$ cat src/rtl/instrumented_adder_pkg.sv
// Shared types and constants for the instrumented adder measurement controller.
package instrumented_adder_pkg;

  typedef enum logic [2:0] {
    S_IDLE,
    S_SETTLE,
    S_RUN,
    S_DRAIN,
    S_DONE
  } state_t;

  localparam int SYNC_STAGES  = 2;
  // One extra cycle lets the edge-detect flop see the last synchronised edge.
  localparam int DRAIN_CYCLES = SYNC_STAGES + 1;

endpackage

$ cat src/rtl/instrumented_adder_ctrl_ring_edge_counter.sv
// Synchronises the asynchronous ring tap, detects rising edges and counts them
// into a saturating counter with a sticky overflow flag.
module ring_edge_counter
  import instrumented_adder_pkg::*;
#(
  parameter int CNT_W = 32
) (
  input  logic             clk,
  input  logic             rst_n,
  input  logic             clear,
  input  logic             enable,
  input  logic             ring_in,
  output logic [CNT_W-1:0] count,
  output logic             overflow
);

  logic [SYNC_STAGES-1:0] r_sync;
  logic                   r_prev;
  logic                   w_rise;

  // Synchroniser and edge-detect run continuously so the pipeline is primed
  // before counting is enabled.
  always_ff @(posedge clk or negedge rst_n) begin
    if (!rst_n) begin
      r_sync <= '0;
      r_prev <= 1'b0;
    end else begin
      r_sync <= {r_sync[SYNC_STAGES-2:0], ring_in};
      r_prev <= r_sync[SYNC_STAGES-1];
    end
  end

  assign w_rise = r_sync[SYNC_STAGES-1] & ~r_prev;

  always_ff @(posedge clk or negedge rst_n) begin
    if (!rst_n) begin
      count    <= '0;
      overflow <= 1'b0;
    end else if (clear) begin
      count    <= '0;
      overflow <= 1'b0;
    end else if (enable && w_rise) begin
      if (&count) begin
        overflow <= 1'b1;
      end else begin
        count <= count + 1'b1;
      end
    end
  end

endmodule

$ cat src/rtl/instrumented_adder_ctrl.sv
// Measurement controller: loads adder operands, opens the ring-oscillator loop
// for a programmed window, counts ring edges and captures the adder sum.
module instrumented_adder_ctrl
  import instrumented_adder_pkg::*;
#(
  parameter int WIDTH  = 32,
  parameter int CNT_W  = 32,
  parameter int SETTLE = 4
) (
  input  logic             wb_clk_i,
  input  logic             wb_rst_n,
  input  logic             start,
  input  logic             abort,
  input  logic [CNT_W-1:0] window,
  input  logic [WIDTH-1:0] a_in,
  input  logic [WIDTH-1:0] b_in,
  input  logic [WIDTH-1:0] sum_in,
  input  logic             ring_in,
  output logic [WIDTH-1:0] a_out,
  output logic [WIDTH-1:0] b_out,
  output logic             ring_en,
  output logic             busy,
  output logic             done,
  output logic [CNT_W-1:0] ring_count,
  output logic [WIDTH-1:0] sum_capture,
  output logic             overflow
);

  state_t           r_state;
  state_t           w_state_next;
  logic [CNT_W-1:0] r_cnt;
  logic [CNT_W-1:0] r_window;
  logic [CNT_W-1:0] w_run_len;
  logic             w_idle_or_done;
  logic             w_accept;
  logic             w_cnt_zero;
  logic             w_count_en;

  assign w_idle_or_done = (r_state == S_IDLE) || (r_state == S_DONE);
  assign w_accept       = start && !abort && w_idle_or_done;
  assign w_cnt_zero     = (r_cnt == '0);
  // A zero window still opens the loop for a single cycle.
  assign w_run_len      = (r_window == '0) ? '0 : r_window - 1'b1;

  always_ff @(posedge wb_clk_i or negedge wb_rst_n) begin
    if (!wb_rst_n) begin
      r_state <= S_IDLE;
    end else begin
      r_state <= w_state_next;
    end
  end

  always_comb begin
    w_state_next = r_state;
    if (abort) begin
      w_state_next = S_IDLE;
    end else begin
      case (r_state)
        S_IDLE:   if (start) w_state_next = S_SETTLE;
        S_SETTLE: if (w_cnt_zero) w_state_next = S_RUN;
        S_RUN:    if (w_cnt_zero) w_state_next = S_DRAIN;
        S_DRAIN:  if (w_cnt_zero) w_state_next = S_DONE;
        S_DONE:   if (start) w_state_next = S_SETTLE;
        default:  w_state_next = S_IDLE;
      endcase
    end
  end

  // Phase counter is reloaded on every state change, so each phase counts down to 0.
  always_ff @(posedge wb_clk_i or negedge wb_rst_n) begin
    if (!wb_rst_n) begin
      a_out       <= '0;
      b_out       <= '0;
      r_window    <= '0;
      r_cnt       <= '0;
      sum_capture <= '0;
    end else if (w_accept) begin
      a_out    <= a_in;
      b_out    <= b_in;
      r_window <= window;
      r_cnt    <= CNT_W'(SETTLE - 1);
    end else begin
      case (r_state)
        S_SETTLE: r_cnt <= w_cnt_zero ? w_run_len : r_cnt - 1'b1;
        S_RUN:    r_cnt <= w_cnt_zero ? CNT_W'(DRAIN_CYCLES - 1) : r_cnt - 1'b1;
        S_DRAIN: begin
          if (!w_cnt_zero) begin
            r_cnt <= r_cnt - 1'b1;
          end else if (!abort) begin
            sum_capture <= sum_in;
          end
        end
        default: r_cnt <= r_cnt;
      endcase
    end
  end

  assign ring_en    = (r_state == S_RUN);
  assign busy       = (r_state == S_SETTLE) || (r_state == S_RUN) || (r_state == S_DRAIN);
  assign done       = (r_state == S_DONE);
  assign w_count_en = (r_state == S_RUN) || (r_state == S_DRAIN);

  ring_edge_counter #(
    .CNT_W(CNT_W)
  ) u_counter (
    .clk      (wb_clk_i),
    .rst_n    (wb_rst_n),
    .clear    (w_accept),
    .enable   (w_count_en),
    .ring_in  (ring_in),
    .count    (ring_count),
    .overflow (overflow)
  );

endmodule

$ cat config.mk
export PLATFORM = sky130hd
export DESIGN_NAME = instrumented_adder_ctrl
export DESIGN_NICKNAME = d
export VERILOG_FILES = /design/src/rtl/instrumented_adder_pkg.sv /design/src/rtl/instrumented_adder_ctrl_ring_edge_counter.sv /design/src/rtl/instrumented_adder_ctrl.sv
export SDC_FILE = /design/constraint.sdc
export NUM_CORES = 1
export LEC_CHECK = 0
export ABC_AREA = 1
export CAP_MARGIN = 20
export CORE_UTILIZATION = 39
export CTS_BUF_LIST = sky130_fd_sc_hd__clkbuf_8
export DETAILED_ROUTE_END_ITERATION = 7
export PLACE_DENSITY_LB_ADDON = 0.1
export SLEW_MARGIN = 0
export SYNTH_ARGS = -nofsm -noshare
export SYNTH_HDL_FRONTEND = slang
export SYNTH_SLANG_ARGS = --single-unit
$ cat constraint.sdc
create_clock -name wb_clk_i -period 4.2 [get_ports wb_clk_i]
set_input_delay 0.42 -clock wb_clk_i [delete_from_list [all_inputs] [get_ports wb_clk_i]]
set_output_delay 0.42 -clock wb_clk_i [all_outputs]
set_load 0.02 [all_outputs]
==> results.md <==
- FF-to-FF End: sum_capture[20]$_DFFE_PN0P_
- Synthesis warning total: 0
- Part of the Yosys area used for sequential elements: 0.459
- Synthesized area: 0.0109 mm2
- CP max-delay cell: clkdlybuf4s50_1
- Worst-Margin Slew: 0.993 ns
- First-pass GRT wire length: 53.8 mm
- Clk buf depth: 2
- Net Sw Power: 0.00382 W
- #FFs+latches synth: 199
- Setup Skew: 0.0228 ns
- Post-route DRC: 0
- WL final: 33.0 mm
- Worst VDD drop: 0.369 mV
- Slew HR: 0.338
- Core ar.: 0.0271 mm2
- Die H: 169 um
- Post-CTS repair timing setup buffer count: 0
- GP Congestion: 0.940
- Row cnt: 60
- Gr ovfl total: 0
- Internal Pwr Total: 0.00461 W
- Setup TNS: 0 ns
- Slew Viols, Final: 0
- RSZ-0062 raised after global routing: false
- H-tree level count: 4
- Post-CTS resize count: 0
- Pre-CTS WS: 1.46 ns
- FF-to-FF Start: r_cnt[20]$_DFFE_PN0P_
- Root buf cell: clkbuf_8
- CTS tree: done
- Reg2reg path depth: 9
- Post-DRT Antenna Nets: 0
- Power per Cell Area: 592 mW/mm2
- Status: completed
- Die area: 0.0285 mm2
- CTS Hold Bufs: 0
- Combinational share of power: 0.477
- Initial antenna violation count: 1
- Clk sinks: 199
- Vias in the first global route: 10159
- Leading cell type in the layout, fill and taps excluded: nand2_1
- Crit path time final: 2.84 ns
- Via-to-Cell Ratio: 4.81
- Final worst-path cycle share: 0.677
- Worst R2R Setup Slack: 1.46 ns
- DP HPWL: 24.6 mm
- Share of cells above drive strength 1: 0.0445
- Fmax: 352 MHz
- Overall power: 0.00844 W
- DR vias: 10336
- Crit path required time: 3.78 ns
- Port Buffers: 264
- Worst setup margin: 1.36 ns
- Critical Path AT: 2.42 ns
- Most frequent cells in the layout: nand2_1, clkdlybuf4s50_1, dfrtp_1
- Hold Crit Class: in -> async
- Largest net degree at the start of global routing: 113
- DR pass1 iterations: 5
- Final Setup Violations: 0
- Crit end category: output pin
- Leakage: 6.68 nW
- I/O pins: 265
- Final Hold Violating Endpoints: 0
- Largest stage delay on the critical path: 0.70 ns
- Synthesized area per cell: 7.17 um2
- CP top delay family: buffers and inverters
- Worst Path Buf+Inv: 2
- CP cell instances: nor2_4 > inv_2 > nor2_1 > clkdlybuf4s50_1
- Clk pin slew, worst setup/hold paths: 0.11 ns
- Synthesized instance count: 1514
- Die X: 169 um
- Sequential Power Share: 0.365
- Starting density of the core: 0.400
- Nets: 1902
- Power share of the clock group: 0.158
- Worst setup path class: reg -> out
- Syn nets: 1652
- Yosys cell types: 39
- Clock Latency Late Sink: 0.48 ns
- Switching share of power: 0.453
- Drt wl/cell: 15.4 um
- Initial DRC count: 750
- Total CTS buffers: 17
- GRT Total Usage: 0.240
- Startpoint Class: flop
- Max cap viols: 0
- Area Overhead vs Synth: 31.3%
- Max Fanout on Critical Path: 14
[kinds of logic (layout without fill, tap and decap cells)]
| group | after synthesis | count (layout) | synth area share |
|---|---|---|---|
| adder cells (fa/ha/maj) | 5 | 5 | 0.00576 |
| buffers and inverters | 173 | 435 | 0.0677 |
| flip-flops | 199 | 199 | 0.459 |
| other | 0 | 1 | 0 |
| AO/OA/AOI/OAI | 161 | 161 | 0.0778 |
| AND/OR/NAND/NOR | 927 | 927 | 0.350 |
| XOR/XNOR | 49 | 49 | 0.0395 |
[power groups by stage]
stage | clock [W] | combinational [W] | sequential, W
finish | 0.00134 | 0.00402 | 0.00308
global route | 0.00145 | 0.00448 | 0.00317
CTS | 0.00138 | 0.00403 | 0.00308
detailed placement | 0 | 0.00402 | 0.00309
global placement | 0 | 0.00400 | 0.00310
floorplan | 0 | 0.00213 | 0.00339
[synth_stat cells (all sizes together)]
| cell type | count | area [um2] |
|---|---|---|
| xor2 | 42 | 368 |
| nor3b | 1 | 7.51 |
| nor3 | 22 | 126 |
| o31ai | 1 | 7.51 |
| o21ai | 130 | 662 |
| o21bai | 3 | 22.5 |
| nand3b | 7 | 52.6 |
| a31oi | 1 | 6.26 |
| nor2 | 193 | 779 |
| clkbuf | 17 | 63.8 |
| a21o | 3 | 22.5 |
| nand3 | 83 | 430 |
| buf | 26 | 178 |
| or2 | 2 | 12.5 |
| a31o | 1 | 8.76 |
| xnor2 | 7 | 61.3 |
| a21boi | 1 | 7.51 |
| ha | 5 | 62.6 |
| nand4 | 14 | 87.6 |
| a21oi | 20 | 100 |
| nand2 | 603 | 2290 |
| inv | 130 | 493 |
| dfrtp | 199 | 4980 |
| and2 | 1 | 6.26 |
| nor4 | 1 | 6.26 |
| o211ai | 1 | 7.51 |
[stage by stage]
| stage | hold slack (ns) | utilization | instances | instance area, um2 |
|---|---|---|---|---|
| 6_report | 0.0309 | 0.526 | 2149 | 14300 |
| 5_1_grt | 0.128 | 0.526 | 2149 | 14300 |
| 4_1_cts | 0.103 | 0.525 | 2147 | 14200 |
| 3_5_place_dp | 0.346 | 0.509 | 2116 | 13800 |
| 3_3_place_gp | 0.337 | 0.509 | 2116 | 13800 |
| 2_1_floorplan | 0.124 | - | 1514 | 10900 |
[worst max-delay path by stage]
stage / endpoint / slack (ns) / depth (start not counted) / from
after floorplan: u_counter.count[14]$_DFFE_PN0P_ / 2.23 / 9 / u_counter.count[0]$_DFFE_PN0P_
after global placement: r_window[30]$_DFFE_PN0P_ / 1.48 / 6 / start
after detailed placement: r_window[8]$_DFFE_PN0P_ / 1.46 / 6 / start
after CTS: ring_en / 1.34 / 4 / r_state[2]$_DFFE_PN0P_
after global routing: sum_capture[20]$_DFFE_PN0P_ / 1.18 / 9 / r_cnt[18]$_DFFE_PN0P_
final: ring_en / 1.36 / 4 / r_state[2]$_DFFE_PN0P_
[per-layer routing]
layer  up-vias  track usage  wire (um)
li1       5240            -          -
met1      4732        0.308      14400
met2       320        0.395      15400
met3        44       0.0578       2460
met4         0       0.0806        736
met5         -            0          0
[state kept, by name, summed over array words and instances, names as in the netlist]
register / cells
a_out: 32
b_out: 32
r_cnt: 32
r_window: 32
sum_capture: 32
u_counter.count: 32
r_state: 3
u_counter.r_sync: 2
u_counter.overflow: 1
u_counter.r_prev: 1
[area by class of cell]
| cell class | instances | area (um2) |
|---|---|---|
| inverters | 130 | 494 |
| multi-input cells | 1142 | 5140 |
| well taps | 372 | 465 |
| flip-flops and latches | 199 | 4980 |
| clock buffers | 17 | 234 |
| repair buffers | 274 | 2750 |
| diodes | 1 | 2.50 |
| fillers | 2684 | 12800 |
| clock inverters | 14 | 186 |
(Power assumes the default switching activity.)
==> variant 1: new RTL, same settings <==
Register the input `sum_in` before use, cleared by the reset. The logic sees it one clock later. The other inputs are not delayed to match.
--- a/src/rtl/instrumented_adder_ctrl.sv
+++ b/src/rtl/instrumented_adder_ctrl.sv
@@ -26,4 +26,14 @@
   output logic             overflow
 );
+
+  logic [WIDTH-1:0] sum_q;
+
+  always_ff @(posedge wb_clk_i or negedge wb_rst_n) begin
+    if (!wb_rst_n) begin
+      sum_q <= '0;
+    end else begin
+      sum_q <= sum_in;
+    end
+  end
 
   state_t           r_state;
@@ -88,5 +98,5 @@
             r_cnt <= r_cnt - 1'b1;
           end else if (!abort) begin
-            sum_capture <= sum_in;
+            sum_capture <= sum_q;
           end
         end
Formal check against the unedited RTL: same outputs for any inputs over 4 cycles, from zero or initial values and one cycle with wb_rst_n low; that may be too few to reach the edited logic, so the function may still have changed.
==> variant 1 against the original RTL <==
Setup slack better by 0.27 ns; utilization up 0.39 points; total power up 22%; final area up 10%; fmax up 10%; sequential cell count up 32; wire length up 8.7%; worst hold slack better by 0.27 ns; cell count up 2.0%; global-route usage down 0.45 points; largest cell class is now flip-flops and latches; critical path type unchanged; area after synthesis up 8.9%.
==> variant 1: results <==
group,metric,value,unit
status,status,"finished clean",
critical_path,worst_path_dominant_cell_family,"buffers and inverters",
critical_path,critical_path.max_fanout,7,
pwr,power_switching_share,42.14,%
pwr,seq_power_share,33.7,%
final_layout,design.final.nets,1911,
global_routing,gr-usage-met3,6.395,%
pwr,power.ir.vdd_worst,356.6,µV
min_path,timing.hold.worst_endpoint,"u_counter.r_sync[0]",
critical_path,endpoint_of_the_most_critical_register_to_register_path,"r_cnt[18]",
placed_design,gp_congestion,0.9163,
placed_design,hpwlAfterDp,26.18,mm
global_routing,first_pass_grt_wire_length,57.06,mm
min_path,min_path_type,"primary input to flop",
clock_tree,cts.clk_slew.worst_paths,0.06,ns
global_routing,first_global_vias,10530,
min_path,hold-path-cell-count,1,
synth,seq_area_frac_synth,48.92,%
final_layout,layout-drive-gt1-share,8.763,%
synth,synth_commonest_cells,"nand2_1, dfrtp_1, nor2_1",
pwr,comb_power_share,43.4,%
route,route.detailed.vias_per_inst,4.888,
pwr,p_leak,7.473,nW
critical_path,worstRegToRegCells,10,
route,route.layer.met1.wl,15.53,mm
clock_tree,cts.hold.buffers_added,1,
placed_design,preCtsSetupSlack,1.481,ns
synth,synth_warnings,0,
pwr,power.internal,5.955,mW
global_routing,global_route.usage.met1,30.78,%
timing,worst_slew_pin_slew,1.050,ns
timing,final_skew,0.02329,ns
synth,synthesis.nets,1636,
critical_path,timing.critical_path.to,"ring_en",
route,drt-initial-drc-count,656,
route,wl_met2,16.51,mm
clock_tree,clock_tree.buffer_depth,3,
route,wl_met3,2.943,mm
final_layout,antenna_fix_cells,0,
global_routing,grt.met2_usage,37.80,%
synth,synthTopCellsByArea,"dfrtp_1, nand2_1, nor2_1, nand3_1, mux2_4",
synth,synth_compound_gate_area_share,5.231,%
synth,synth_adder_area_share,0.5294,%
synth,synth_mux_area_share,4.003,%
critical_path,worst-r2r-setup-slack,1.69,ns
synth,post_synth_xor_area_fraction,2.891,%
timing,period_share,61.41,%
global_routing,grt_antenna_before_repair,0,
global_routing,grtUsageTotal,23.52,%
critical_path,reg2reg_from,"r_cnt[28]",
critical_path,path_class,"flop to primary output",
clock_tree,htree_num_levels,2,
global_routing,grt_max_degree,121,
critical_path,cpPeakStageDelay,0.63,ns
clock_tree,cts_inserted_buffers,42,
critical_path,cp_data_arrival_time,2.16,ns
route,routedWlPerCell,16.36,µm
clock_tree,clock_latency,0.56,ns
[variant 1: cell types whose count changed after synthesis, moves of 12 or more]
| cell | unedited run | this run |
|---|---|---|
| a21oi_1 | 20 | 8 |
| dfrtp_1 | 199 | 231 |
| mux2_4 | 0 | 30 |
| o21ai_1 | 67 | 33 |
| nand2_1 | 595 | 570 |
| nand3_1 | 80 | 112 |
| nor2_1 | 181 | 150 |
| inv_1 | 122 | 106 |
[variant 1: stage by stage]
stage	area [µm²]	util, %	hold WS [ns]	std cells
floorplan	11820	-	0.1244	1498
global placement	14780	49.73	0.3324	2117
detailed placement	14780	49.73	0.3379	2117
CTS	15720	52.90	0.2644	2192
global route	15750	52.99	0.2636	2193
finish	15750	52.99	0.2973	2193
[variant 1: final cells by class]
class / instances / area [µm²]
fill: 2820 / 13970
inverter: 115 / 436.7
multi-input combinational: 1110 / 5360
timing repair buffer: 273 / 2750
tap: 390 / 488.0
sequential: 231 / 5781
clock buffer: 52 / 715.7
clock inverter: 22 / 216.5
==> variant 2: new RTL, config.mk and constraints unchanged <==
Without the edit above. Change the parameter `WIDTH` from 32 to 64.
--- a/src/rtl/instrumented_adder_ctrl.sv
+++ b/src/rtl/instrumented_adder_ctrl.sv
@@ -4,5 +4,5 @@
   import instrumented_adder_pkg::*;
 #(
-  parameter int WIDTH  = 32,
+  parameter int WIDTH  = 64,
   parameter int CNT_W  = 32,
   parameter int SETTLE = 4
Ports: changed (6 resized); port bits go from 265 to 457. The function was not compared with the original's and may differ.
==> variant 2 against the original RTL <==
Area after synthesis grew 36%; sequential cell count is 96 higher; total power grew 60%; setup slack lost 0.36 ns; wire length rose by 64%; critical endpoint unchanged; count of clock-buffer cells in the layout rose by 49; non-clock buffer count grew 194; final area grew 47%.
==> variant 2: results <==
group,metric,value,unit
status,status,"finished clean",
final_layout,layout_top_registers,"a_out x64, b_out x64, sum_capture x64",
critical_path,critical_path.max_fanout,19,
global_routing,grt.met2_usage,44.76,%
placed_design,gp_congestion,0.9631,
run,timing.max_cap.violations,0,
global_routing,grt_antenna_before_repair,5,
min_path,min_path_type,"primary input to flop",
synth,synthTopCellsByArea,"dfrtp_1, nand2_1, nor2_1, inv_1, nand3_1",
global_routing,first_global_vias,13780,
pwr,power.ir.vdd_worst,462.4,µV
final_layout,design.final.nets,2663,
critical_path,worst-r2r-setup-slack,1.46,ns
placed_design,io_buffer_count,456,
clock_tree,htree_num_levels,2,
global_routing,gr-usage-met3,6.314,%
global_routing,global_route.usage.met1,36.82,%
clock_tree,clockRootBuffer,"clkbuf_8",
synth,yosysUniqueCellTypes,40,
global_routing,first_pass_grt_wire_length,81.83,mm
synth,synthesis.nets,2204,
timing,final_skew,0.03542,ns
synth,synthesis_stage_register_bit_count,295,
pwr,p_leak,10.16,nW
placed_design,preCtsSetupSlack,1.367,ns
route,route.detailed.vias_per_inst,4.844,
global_routing,grt_max_degree,129,
clock_tree,cts.clk_slew.worst_paths,0.06,ns
route,totalWireLength,54.15,mm
clock_tree,cts_inserted_buffers,53,
placed_design,placed_area,19750,µm²
clock_tree,clock_latency,0.66,ns
critical_path,cp_data_arrival_time,2.78,ns
clock_tree,clock_tree.buffer_depth,3,
placed_design,hpwlAfterDp,41.16,mm
synth,synth_area,14790,µm²
timing,slew_headroom,38.95,%
global_routing,grtUsageTotal,27.83,%
synth,synth_commonest_cells,"nand2_1, dfrtp_1, nor2_1",
final_layout,layout-drive-gt1-share,6.270,%
timing,setup_slack,0.9971,ns
synth,seq_area_frac_synth,49.92,%
route,drt-initial-drc-count,1045,
==> variant 2: through the flow <==
stage / cells / hold slack [ns]
floorplan: 1970 / 0.1244
global placement: 2877 / 0.3327
detailed placement: 2877 / 0.3364
CTS: 2976 / 0.1866
global route: 2979 / 0.1966
finish: 2980 / 0.2269
==> variant 2: cell type report <==
| class | count | area, µm² |
|---|---|---|
| Antenna cell | 4 | 10.01 |
| Clock buffer | 66 | 908.4 |
| Clock inverter | 32 | 232.7 |
| Fill cell | 3647 | 16050 |
| Inverter | 168 | 641.9 |
| Multi-Input combinational cell | 1443 | 6395 |
| Sequential cell | 295 | 7382 |
| Tap cell | 504 | 630.6 |
| Timing Repair Buffer | 468 | 4712 |
==> variant 2: kinds of logic (layout without fill, tap and decap cells) <==
family / after synthesis / count (layout) / synth area share [%]
DFF: 295 / 295 / 49.92
buffers and inverters: 232 / 734 / 6.836
and+or+nand+nor: 1210 / 1210 / 33.16
other: 0 / 4 / 0
AOI/OAI and AO/OA: 182 / 182 / 6.938
adders and majority gates: 5 / 5 / 0.4230
xor gates and xnor gates: 46 / 46 / 2.724
==> variant 2: final timing paths <==
path,from,to,cells past startpoint
min,ring_in,u_counter.r_sync[0],1
min reg2reg,u_counter.r_sync[0],u_counter.r_sync[1],0
max reg2reg,u_counter.count[0],u_counter.count[31],9
min in group asynchronous,wb_rst_n,a_out[24],2
max,r_state[2],ring_en,4
max in group asynchronous,wb_rst_n,b_out[50],3
==> variant 2: routing by layer <==
metal,wire (µm),up-vias
met4,1489,0
li1,-,7047
met3,4089,83
met2,25440,526
met5,0,-
met1,23130,6780
==> variant 2: report_power, final <==
group | switching [mW] | internal (mW) | leakage, nW
Clock | 1.29 | 1.61 | 0.649
Combinational | 3.75 | 2.32 | 5.67
Sequential | 0.765 | 3.74 | 3.84
==> variant 2: timing repair <==
item | 4_1_cts | 5_1_grt
setup endpoints to repair | 0 | 0
endpoints found under the hold margin | 80 | 0
resized for setup | 0 | 0
setup buffers | 0 | 0
hold buffers | 1 | 0
==> variant 2: critical path: stages, from the launching register on <==
cell             delay [ns]
dfrtp_1                0.44
nor2_4                 0.45
inv_2                  0.32
nor2_1                 0.25
clkdlybuf4s50_1        0.66
